`src/rtl/uart_rx_cmd_ctrl_if.sv`:
```
// Purpose: bundles the UART command controller's RX byte input and its
//          register-file / ALU command outputs into one interface.
// Signals:
//   rx_p_data, rx_d_vld              received byte and its one-cycle valid
//   rf_wr_en, rf_rd_en               register-file write / read strobes
//   rf_address, rf_wr_data           register-file address and write data
//   alu_en, alu_fun                  ALU operation strobe and function
//   clk_gate_en                      ALU clock enable
//   cmd_busy, cmd_err                frame in progress / malformed-frame pulse
// Modports: slave = controller side, master = byte source / command sink side.
interface uart_rx_cmd_ctrl_if #(
  parameter int DATA_W = 8,
  parameter int ADDR_W = 4,
  parameter int FUN_W  = 4
);
  logic [DATA_W-1:0] rx_p_data;
  logic              rx_d_vld;
  logic              rf_wr_en;
  logic              rf_rd_en;
  logic [ADDR_W-1:0] rf_address;
  logic [DATA_W-1:0] rf_wr_data;
  logic              alu_en;
  logic [FUN_W-1:0]  alu_fun;
  logic              clk_gate_en;
  logic              cmd_busy;
  logic              cmd_err;

  modport slave (
    input  rx_p_data, rx_d_vld,
    output rf_wr_en, rf_rd_en, rf_address, rf_wr_data,
           alu_en, alu_fun, clk_gate_en, cmd_busy, cmd_err
  );

  modport master (
    output rx_p_data, rx_d_vld,
    input  rf_wr_en, rf_rd_en, rf_address, rf_wr_data,
           alu_en, alu_fun, clk_gate_en, cmd_busy, cmd_err
  );
endinterface

```
`src/rtl/uart_rx_cmd_ctrl.sv`:
```
// Purpose: parses the synchronised UART RX byte stream into register-file
//          write/read and ALU commands, issuing one-cycle strobes, driving the
//          ALU clock-gate enable and aborting stalled frames on an inter-byte
//          timeout.
// Ports:
//   clk_i    system clock
//   rst_ni   asynchronous active-low reset
//   bus      uart_rx_cmd_ctrl_if.slave (RX byte in, RF/ALU commands out)
//
// state   | meaning
// --------+----------------------------------------------------
// IDLE    | waiting for an opcode byte
// WR_ADDR | RF write: waiting for the address byte
// WR_DATA | RF write: waiting for the data byte
// RD_ADDR | RF read: waiting for the address byte
// A_OPA   | ALU with operands: waiting for operand A (RF addr 0)
// A_OPB   | ALU with operands: waiting for operand B (RF addr 1)
// A_FUN   | ALU with operands: waiting for the function byte
// N_FUN   | ALU without operands: waiting for the function byte
module uart_rx_cmd_ctrl #(
  parameter int DATA_W      = 8,
  parameter int ADDR_W      = 4,
  parameter int FUN_W       = 4,
  parameter int TIMEOUT_CYC = 4096
) (
  input logic                clk_i,
  input logic                rst_ni,
  uart_rx_cmd_ctrl_if.slave  bus
);

  typedef enum logic [2:0] {
    IDLE, WR_ADDR, WR_DATA, RD_ADDR, A_OPA, A_OPB, A_FUN, N_FUN
  } state_e;

  localparam logic [DATA_W-1:0] OP_WR  = DATA_W'(8'hAA);
  localparam logic [DATA_W-1:0] OP_RD  = DATA_W'(8'hBB);
  localparam logic [DATA_W-1:0] OP_ALU = DATA_W'(8'hCC);
  localparam logic [DATA_W-1:0] OP_NOP = DATA_W'(8'hDD);

  // The counter only ever needs to hold 0 .. TIMEOUT_CYC-1.
  localparam int                CNT_W     = (TIMEOUT_CYC > 1) ? $clog2(TIMEOUT_CYC) : 1;
  localparam int                TC_LAST_I = (TIMEOUT_CYC > 0) ? TIMEOUT_CYC - 1 : 0;
  localparam logic [CNT_W-1:0]  TC_LAST   = CNT_W'(TC_LAST_I);
  localparam bit                TO_EN     = (TIMEOUT_CYC > 0);

  state_e             state_q, state_d;
  logic [CNT_W-1:0]   cnt_q, cnt_d;
  logic [ADDR_W-1:0]  addr_hold_q, addr_hold_d;
  logic               rf_wr_en_q, rf_wr_en_d;
  logic               rf_rd_en_q, rf_rd_en_d;
  logic [ADDR_W-1:0]  rf_address_q, rf_address_d;
  logic [DATA_W-1:0]  rf_wr_data_q, rf_wr_data_d;
  logic               alu_en_q, alu_en_d;
  logic [FUN_W-1:0]   alu_fun_q, alu_fun_d;
  logic               clk_gate_en_q, clk_gate_en_d;
  logic               cmd_busy_q, cmd_busy_d;
  logic               cmd_err_q, cmd_err_d;
  logic               timeout_hit;

  logic [DATA_W-1:0]  rx_data;
  logic               rx_vld;
  logic               unused_rx_bits;

  assign rx_data = bus.rx_p_data;
  assign rx_vld  = bus.rx_d_vld;
  // Upper byte bits are deliberately dropped for address/function fields.
  assign unused_rx_bits = ^rx_data;

  // A byte arriving in the expiry cycle takes priority over the timeout.
  assign timeout_hit = TO_EN && (state_q != IDLE) && !rx_vld && (cnt_q == TC_LAST);

  always_comb begin
    state_d      = state_q;
    addr_hold_d  = addr_hold_q;
    rf_wr_en_d   = 1'b0;
    rf_rd_en_d   = 1'b0;
    alu_en_d     = 1'b0;
    cmd_err_d    = 1'b0;
    rf_address_d = rf_address_q;
    rf_wr_data_d = rf_wr_data_q;
    alu_fun_d    = alu_fun_q;

    case (state_q)
      IDLE: begin
        if (rx_vld) begin
          case (rx_data)
            OP_WR:   state_d = WR_ADDR;
            OP_RD:   state_d = RD_ADDR;
            OP_ALU:  state_d = A_OPA;
            OP_NOP:  state_d = N_FUN;
            default: cmd_err_d = 1'b1;
          endcase
        end
      end
      WR_ADDR: begin
        // Address is parked until the data byte so RF_Address moves only with its strobe.
        if (rx_vld) begin
          addr_hold_d = rx_data[ADDR_W-1:0];
          state_d     = WR_DATA;
        end
      end
      WR_DATA: begin
        if (rx_vld) begin
          rf_wr_en_d   = 1'b1;
          rf_address_d = addr_hold_q;
          rf_wr_data_d = rx_data;
          state_d      = IDLE;
        end
      end
      RD_ADDR: begin
        if (rx_vld) begin
          rf_rd_en_d   = 1'b1;
          rf_address_d = rx_data[ADDR_W-1:0];
          state_d      = IDLE;
        end
      end
      A_OPA: begin
        if (rx_vld) begin
          rf_wr_en_d   = 1'b1;
          rf_address_d = ADDR_W'(0);
          rf_wr_data_d = rx_data;
          state_d      = A_OPB;
        end
      end
      A_OPB: begin
        if (rx_vld) begin
          rf_wr_en_d   = 1'b1;
          rf_address_d = ADDR_W'(1);
          rf_wr_data_d = rx_data;
          state_d      = A_FUN;
        end
      end
      A_FUN, N_FUN: begin
        if (rx_vld) begin
          alu_en_d  = 1'b1;
          alu_fun_d = rx_data[FUN_W-1:0];
          state_d   = IDLE;
        end
      end
      default: state_d = IDLE;
    endcase

    if (timeout_hit) begin
      state_d   = IDLE;
      cmd_err_d = 1'b1;
    end

    if (!TO_EN || (state_q == IDLE) || rx_vld || timeout_hit) begin
      cnt_d = '0;
    end else begin
      cnt_d = cnt_q + CNT_W'(1);
    end

    // Gate stays open through the ALU_EN cycle itself, then drops.
    clk_gate_en_d = (state_d == A_OPA) || (state_d == A_OPB) ||
                    (state_d == A_FUN) || (state_d == N_FUN) || alu_en_d;
    cmd_busy_d    = (state_d != IDLE);
  end

  always_ff @(posedge clk_i or negedge rst_ni) begin
    if (!rst_ni) begin
      state_q       <= IDLE;
      cnt_q         <= '0;
      addr_hold_q   <= '0;
      rf_wr_en_q    <= 1'b0;
      rf_rd_en_q    <= 1'b0;
      rf_address_q  <= '0;
      rf_wr_data_q  <= '0;
      alu_en_q      <= 1'b0;
      alu_fun_q     <= '0;
      clk_gate_en_q <= 1'b0;
      cmd_busy_q    <= 1'b0;
      cmd_err_q     <= 1'b0;
    end else begin
      state_q       <= state_d;
      cnt_q         <= cnt_d;
      addr_hold_q   <= addr_hold_d;
      rf_wr_en_q    <= rf_wr_en_d;
      rf_rd_en_q    <= rf_rd_en_d;
      rf_address_q  <= rf_address_d;
      rf_wr_data_q  <= rf_wr_data_d;
      alu_en_q      <= alu_en_d;
      alu_fun_q     <= alu_fun_d;
      clk_gate_en_q <= clk_gate_en_d;
      cmd_busy_q    <= cmd_busy_d;
      cmd_err_q     <= cmd_err_d;
    end
  end

  assign bus.rf_wr_en    = rf_wr_en_q;
  assign bus.rf_rd_en    = rf_rd_en_q;
  assign bus.rf_address  = rf_address_q;
  assign bus.rf_wr_data  = rf_wr_data_q;
  assign bus.alu_en      = alu_en_q;
  assign bus.alu_fun     = alu_fun_q;
  assign bus.clk_gate_en = clk_gate_en_q;
  assign bus.cmd_busy    = cmd_busy_q;
  assign bus.cmd_err     = cmd_err_q;

endmodule

```
`src/flat_wrapper.sv`:
```
// flat-port wrapper written by rule: the top's interface ports become plain ports
module uart_rx_cmd_ctrl_flat 
#(
  parameter int DATA_W      = 8,
  parameter int ADDR_W      = 4,
  parameter int FUN_W       = 4,
  parameter int TIMEOUT_CYC = 4096
)
  (clk_i, rst_ni, bus_rx_p_data, bus_rx_d_vld, bus_rf_wr_en, bus_rf_rd_en, bus_rf_address, bus_rf_wr_data, bus_alu_en, bus_alu_fun, bus_clk_gate_en, bus_cmd_busy, bus_cmd_err);
  uart_rx_cmd_ctrl_if #(.DATA_W(DATA_W), .ADDR_W(ADDR_W), .FUN_W(FUN_W)) bus_i ();
  input logic clk_i;
  input logic rst_ni;
  input wire logic [$bits(bus_i.rx_p_data)-1:0] bus_rx_p_data;
  input wire logic [$bits(bus_i.rx_d_vld)-1:0] bus_rx_d_vld;
  output wire logic [$bits(bus_i.rf_wr_en)-1:0] bus_rf_wr_en;
  output wire logic [$bits(bus_i.rf_rd_en)-1:0] bus_rf_rd_en;
  output wire logic [$bits(bus_i.rf_address)-1:0] bus_rf_address;
  output wire logic [$bits(bus_i.rf_wr_data)-1:0] bus_rf_wr_data;
  output wire logic [$bits(bus_i.alu_en)-1:0] bus_alu_en;
  output wire logic [$bits(bus_i.alu_fun)-1:0] bus_alu_fun;
  output wire logic [$bits(bus_i.clk_gate_en)-1:0] bus_clk_gate_en;
  output wire logic [$bits(bus_i.cmd_busy)-1:0] bus_cmd_busy;
  output wire logic [$bits(bus_i.cmd_err)-1:0] bus_cmd_err;
  assign bus_i.rx_p_data = bus_rx_p_data;
  assign bus_i.rx_d_vld = bus_rx_d_vld;
  assign bus_rf_wr_en = bus_i.rf_wr_en;
  assign bus_rf_rd_en = bus_i.rf_rd_en;
  assign bus_rf_address = bus_i.rf_address;
  assign bus_rf_wr_data = bus_i.rf_wr_data;
  assign bus_alu_en = bus_i.alu_en;
  assign bus_alu_fun = bus_i.alu_fun;
  assign bus_clk_gate_en = bus_i.clk_gate_en;
  assign bus_cmd_busy = bus_i.cmd_busy;
  assign bus_cmd_err = bus_i.cmd_err;
  uart_rx_cmd_ctrl #(.DATA_W(DATA_W), .ADDR_W(ADDR_W), .FUN_W(FUN_W), .TIMEOUT_CYC(TIMEOUT_CYC)) u_core (.clk_i(clk_i), .rst_ni(rst_ni), .bus(bus_i));
endmodule
```
`config.mk`:
```
export PLATFORM = sky130hd
export DESIGN_NAME = uart_rx_cmd_ctrl_flat
export DESIGN_NICKNAME = d
export VERILOG_FILES = /design/src/rtl/uart_rx_cmd_ctrl_if.sv /design/src/rtl/uart_rx_cmd_ctrl.sv /design/src/flat_wrapper.sv
export SDC_FILE = /design/constraint.sdc
export NUM_CORES = 1
export LEC_CHECK = 0
export ABC_AREA = 0
export BUFFER_PORTS_ARGS = -buffer_cell sky130_fd_sc_hd__buf_2
export CAP_MARGIN = 20
export CELL_PAD_IN_SITES_DETAIL_PLACEMENT = 0
export CELL_PAD_IN_SITES_GLOBAL_PLACEMENT = 1
export CORE_MARGIN = 5
export CORE_UTILIZATION = 35
export CTS_BUF_LIST = sky130_fd_sc_hd__clkbuf_16
export CTS_CLUSTER_DIAMETER = 50
export CTS_CLUSTER_SIZE = 8
export DETAILED_ROUTE_END_ITERATION = 7
export HOLD_SLACK_MARGIN = 0.06
export PLACE_DENSITY_LB_ADDON = 0.1
export SLEW_MARGIN = 20
export SYNTH_ARGS = -nofsm -noshare
export SYNTH_HDL_FRONTEND = slang
export SYNTH_SLANG_ARGS = --single-unit
```
`constraint.sdc`:
```
create_clock -name clk_i -period 2.2 [get_ports clk_i]
set_input_delay 0.33 -clock clk_i [delete_from_list [all_inputs] [get_ports clk_i]]
set_output_delay 0.33 -clock clk_i [all_outputs]
set_load 0.005 [all_outputs]
```
==> qor.csv <==
stage;metric;value;unit
synth;syn_area_per_cell;11.0;µm²
setup_path;crit-path cells;or4b_4, a2111oi_0, nor3_1, o211ai_2;
finish;Layout area overhead;23.2;%
finish;ant diodes;0;
global_route;total track usage;12.0;%
power;LEAKAGE;1.08;nW
synth;ys flop type;dfrtp_1;
finish;post-route insts no fill;277;
synth;leading area contributor after synthesis;dfrtp_1;
global_route;pin count of the biggest net entering global routing;42;
route;routed wire length;4000;µm
global_route;number of global-route vias before repair;1381;
placement;dpl cells;268;
finish;layout cell share with drive strength beyond 1;29.5;%
power;PD cells;1080;nW/µm²
sta;WHS;0.303;ns
sta;TNS Setup;0;ns
cts;CTS Sinks;41;
sta;slew at the pin closest to its max-slew limit;0.523;ns
cts;CTS Buffer Depth;2;
synth;most common cell in the netlist;dfrtp_1;
setup_path;Startpoint Class;flop;
global_route;grt total ovfl;0;
route;vias;1338;
sta;clk_skew;0.00359;ns
sta;Period minus WS final;1.83;ns
global_route;first-pass GRT wire length;6680;µm
synth;Synth top cells by count;41 x dfrtp_1, 20 x nor2_1, 15 x nand2_1;
cts;Worst-Skew Late Latency;0.28;ns
floorplan;core area;5140;µm²
setup_path;Crit Path Max Fanout;8;
synth;Post-Syn Area;1870;µm²
setup_path;Critical-path top delay cell;or4b_4;
sta;Fin. Hold Viols;0;
synth;post-synthesis sequential area ratio;54.7;%
cts;CTS tree;yes;
route;number of vias per cell;4.83;
finish;fin area;2310;µm²
setup_path;Required @ worst endpoint;2.40;ns
cts;Post-CTS Setup Bufs;0;
sta;RSZ-0062 raised after global routing;no;
hold_path;worst min path class;primary input to flop;
synth;net count after synthesis;182;
route;drt pass-1 iters;4;
flow_run;# Max-Cap Violations;0;
placement;Final Wtd Congestion;0.795;
power;total power;2.50;mW
floorplan;Starting Density;36.5;%
floorplan;Die ar.;6920;µm²
sta;Slew Limit Headroom;64.2;%
sta;Final Worst Setup Slack;0.368;ns
floorplan;Die Height;83.2;µm
finish;NumNets Final;218;
setup_path;Worst EP arrival;2.03;ns
setup_path;Setup crit end kind;flop;
outcome;outcome;finished clean;
placement;PortBufs;32;
synth;Yosys top cell area share;54.7;%
placement;DP Wirelength;2860;µm
sta;Slew Limit Fails;0;
synth;top cells by area, synth;dfrtp_1 55%, mux2_2 7.8%, nor2_1 4.0%, nand2_1 3.0%, xnor2_1 2.8%;
sta;fin crit share;83.3;%
route;number of DRC markers in iteration 0;31;
cts;TritonCTS Buffers;5;
finish;Final Util;44.9;%
finish;# fillers;516;
setup_path;WS Path Type;flop to flop;
synth;Gate Count Post-Synth;170;
route;DRC;0;
cts;Reg clk slew, reported paths;0.06;ns
synth;ys async rst share;100;%
synth;Post-synth EDFFs;0;
sta;final setup violating endpoints;0;
synth;FF+latch count, synth;41;
placement;placed cell areas;2110;µm²
global_route;initial antenna violation count;0;
synth;Yosys cell types;36;
synth;Yosys warnings;0;
floorplan;die width;83.2;µm
floorplan;Core Rows;26;
floorplan;# IOs;33;
cts;CTS root buf;clkbuf_16;
power;worst vdd ir;0.000430;V
route;WL per Instance;14.4;µm
setup_path;CP max stage delay;0.61;ns
sta;highest clock rate;546;MHz
route;Antenna Nets Post-Route;0;
placement;pre-CTS setup slack;0.322;ns
cts;deepest level of the CTS H-tree;2;
## area by class of cell
class	count	area [µm²]	share of cell area, %
multi-input cells	114	774	33.5
clock buffers	5	125	5.42
flip-flops and latches	41	1030	44.4
repair buffers	35	198	8.56
well taps	70	87.6	3.79
clock inverters	3	65.1	2.82
inverters	9	33.8	1.46
## timing repair
action	4_1_cts	5_1_grt
resized for setup	0	0
endpoints found under the setup margin	0	0
hold buffers	1	0
hold endpoints to repair	41	0
## sequential cells by signal, indices dropped and copies added (netlist names)
name                    count
u_core.bus.rf_address       4
u_core.bus.cmd_busy         1
u_core.addr_hold_q          4
u_core.bus.rf_rd_en         1
u_core.cnt_q               12
u_core.bus.cmd_err          1
u_core.state_q              3
u_core.bus.clk_gate_en      1
u_core.bus.rf_wr_en         1
u_core.bus.alu_fun          4
u_core.bus.alu_en           1
u_core.bus.rf_wr_data       8
## layer usage
| metal | wire length [µm] | global-route usage, % | up-vias |
|---|---|---|---|
| li1 | - | - | 663 |
| met1 | 1800 | 14.7 | 642 |
| met2 | 1950 | 20.5 | 28 |
| met3 | 204 | 3.86 | 5 |
| met4 | 48 | 3.12 | 0 |
| met5 | 0 | 0 | - |
## layout by cell type, fill, tap and decap left out, types with 2 or more instances in the layout
master | synthesis | routed
xnor2_1 | 6 | 6
nand4_1 | 4 | 4
a2111oi_0 | 2 | 2
nand2b_1 | 5 | 5
a31oi_1 | 3 | 3
inv_1 | 9 | 9
o22ai_1 | 2 | 2
buf_2 | 2 | 32
and4_1 | 2 | 2
nand2_1 | 15 | 15
nor3_1 | 6 | 6
nor2_1 | 20 | 20
nand3_1 | 4 | 4
nand4bb_1 | 2 | 2
mux2_2 | 13 | 13
a21oi_1 | 2 | 2
or2_2 | 2 | 2
bufinv_16 | 0 | 2
o21ai_0 | 7 | 7
clkbuf_16 | 0 | 5
dfrtp_1 | 41 | 41
xor2_1 | 5 | 5
## report_power, final
group	internal (mW)	leakage [nW]	switching, mW
combinational	0.280	0.444	0.249
sequential	0.946	0.540	0.110
clock	0.647	0.0938	0.272
## kinds of logic (layout without fill, tap and decap cells)
kind of cell / Yosys count / after routing / share of synthesized area [%]
XOR/XNOR: 11 / 11 / 5.14
buffers and inverters: 15 / 52 / 3.94
adder cells (fa/ha/maj): 1 / 1 / 0.667
multiplexers: 13 / 13 / 7.81
AND/OR/NAND/NOR: 66 / 66 / 18.4
flip-flops: 41 / 41 / 54.7
AO/OA/AOI/OAI: 23 / 23 / 9.35
## path summary, 6_finish.rpt
path / from / slack (ns) / cells after the start / endpoint
max: u_core.state_q[0] / 0.37 / 4 / u_core.bus.cmd_busy
min: bus_rx_p_data[7] / 0.30 / 2 / u_core.bus.rf_wr_data[7]
max reg2reg: u_core.state_q[0] / 0.37 / 4 / u_core.bus.cmd_busy
min reg2reg: u_core.bus.alu_fun[1] / 0.47 / 2 / u_core.bus.alu_fun[1]
max in group asynchronous: rst_ni / 1.44 / 3 / u_core.bus.rf_rd_en
min in group asynchronous: rst_ni / 0.55 / 3 / u_core.bus.rf_wr_data[2]
## worst max-delay path: cells and delay by family, from the launching register on
kind / cells / cell delay, ns
simple gates: 2 / 0.76
compound gates: 2 / 0.53
flops: 1 / 0.46
Power figures use the tool's default switching activity.
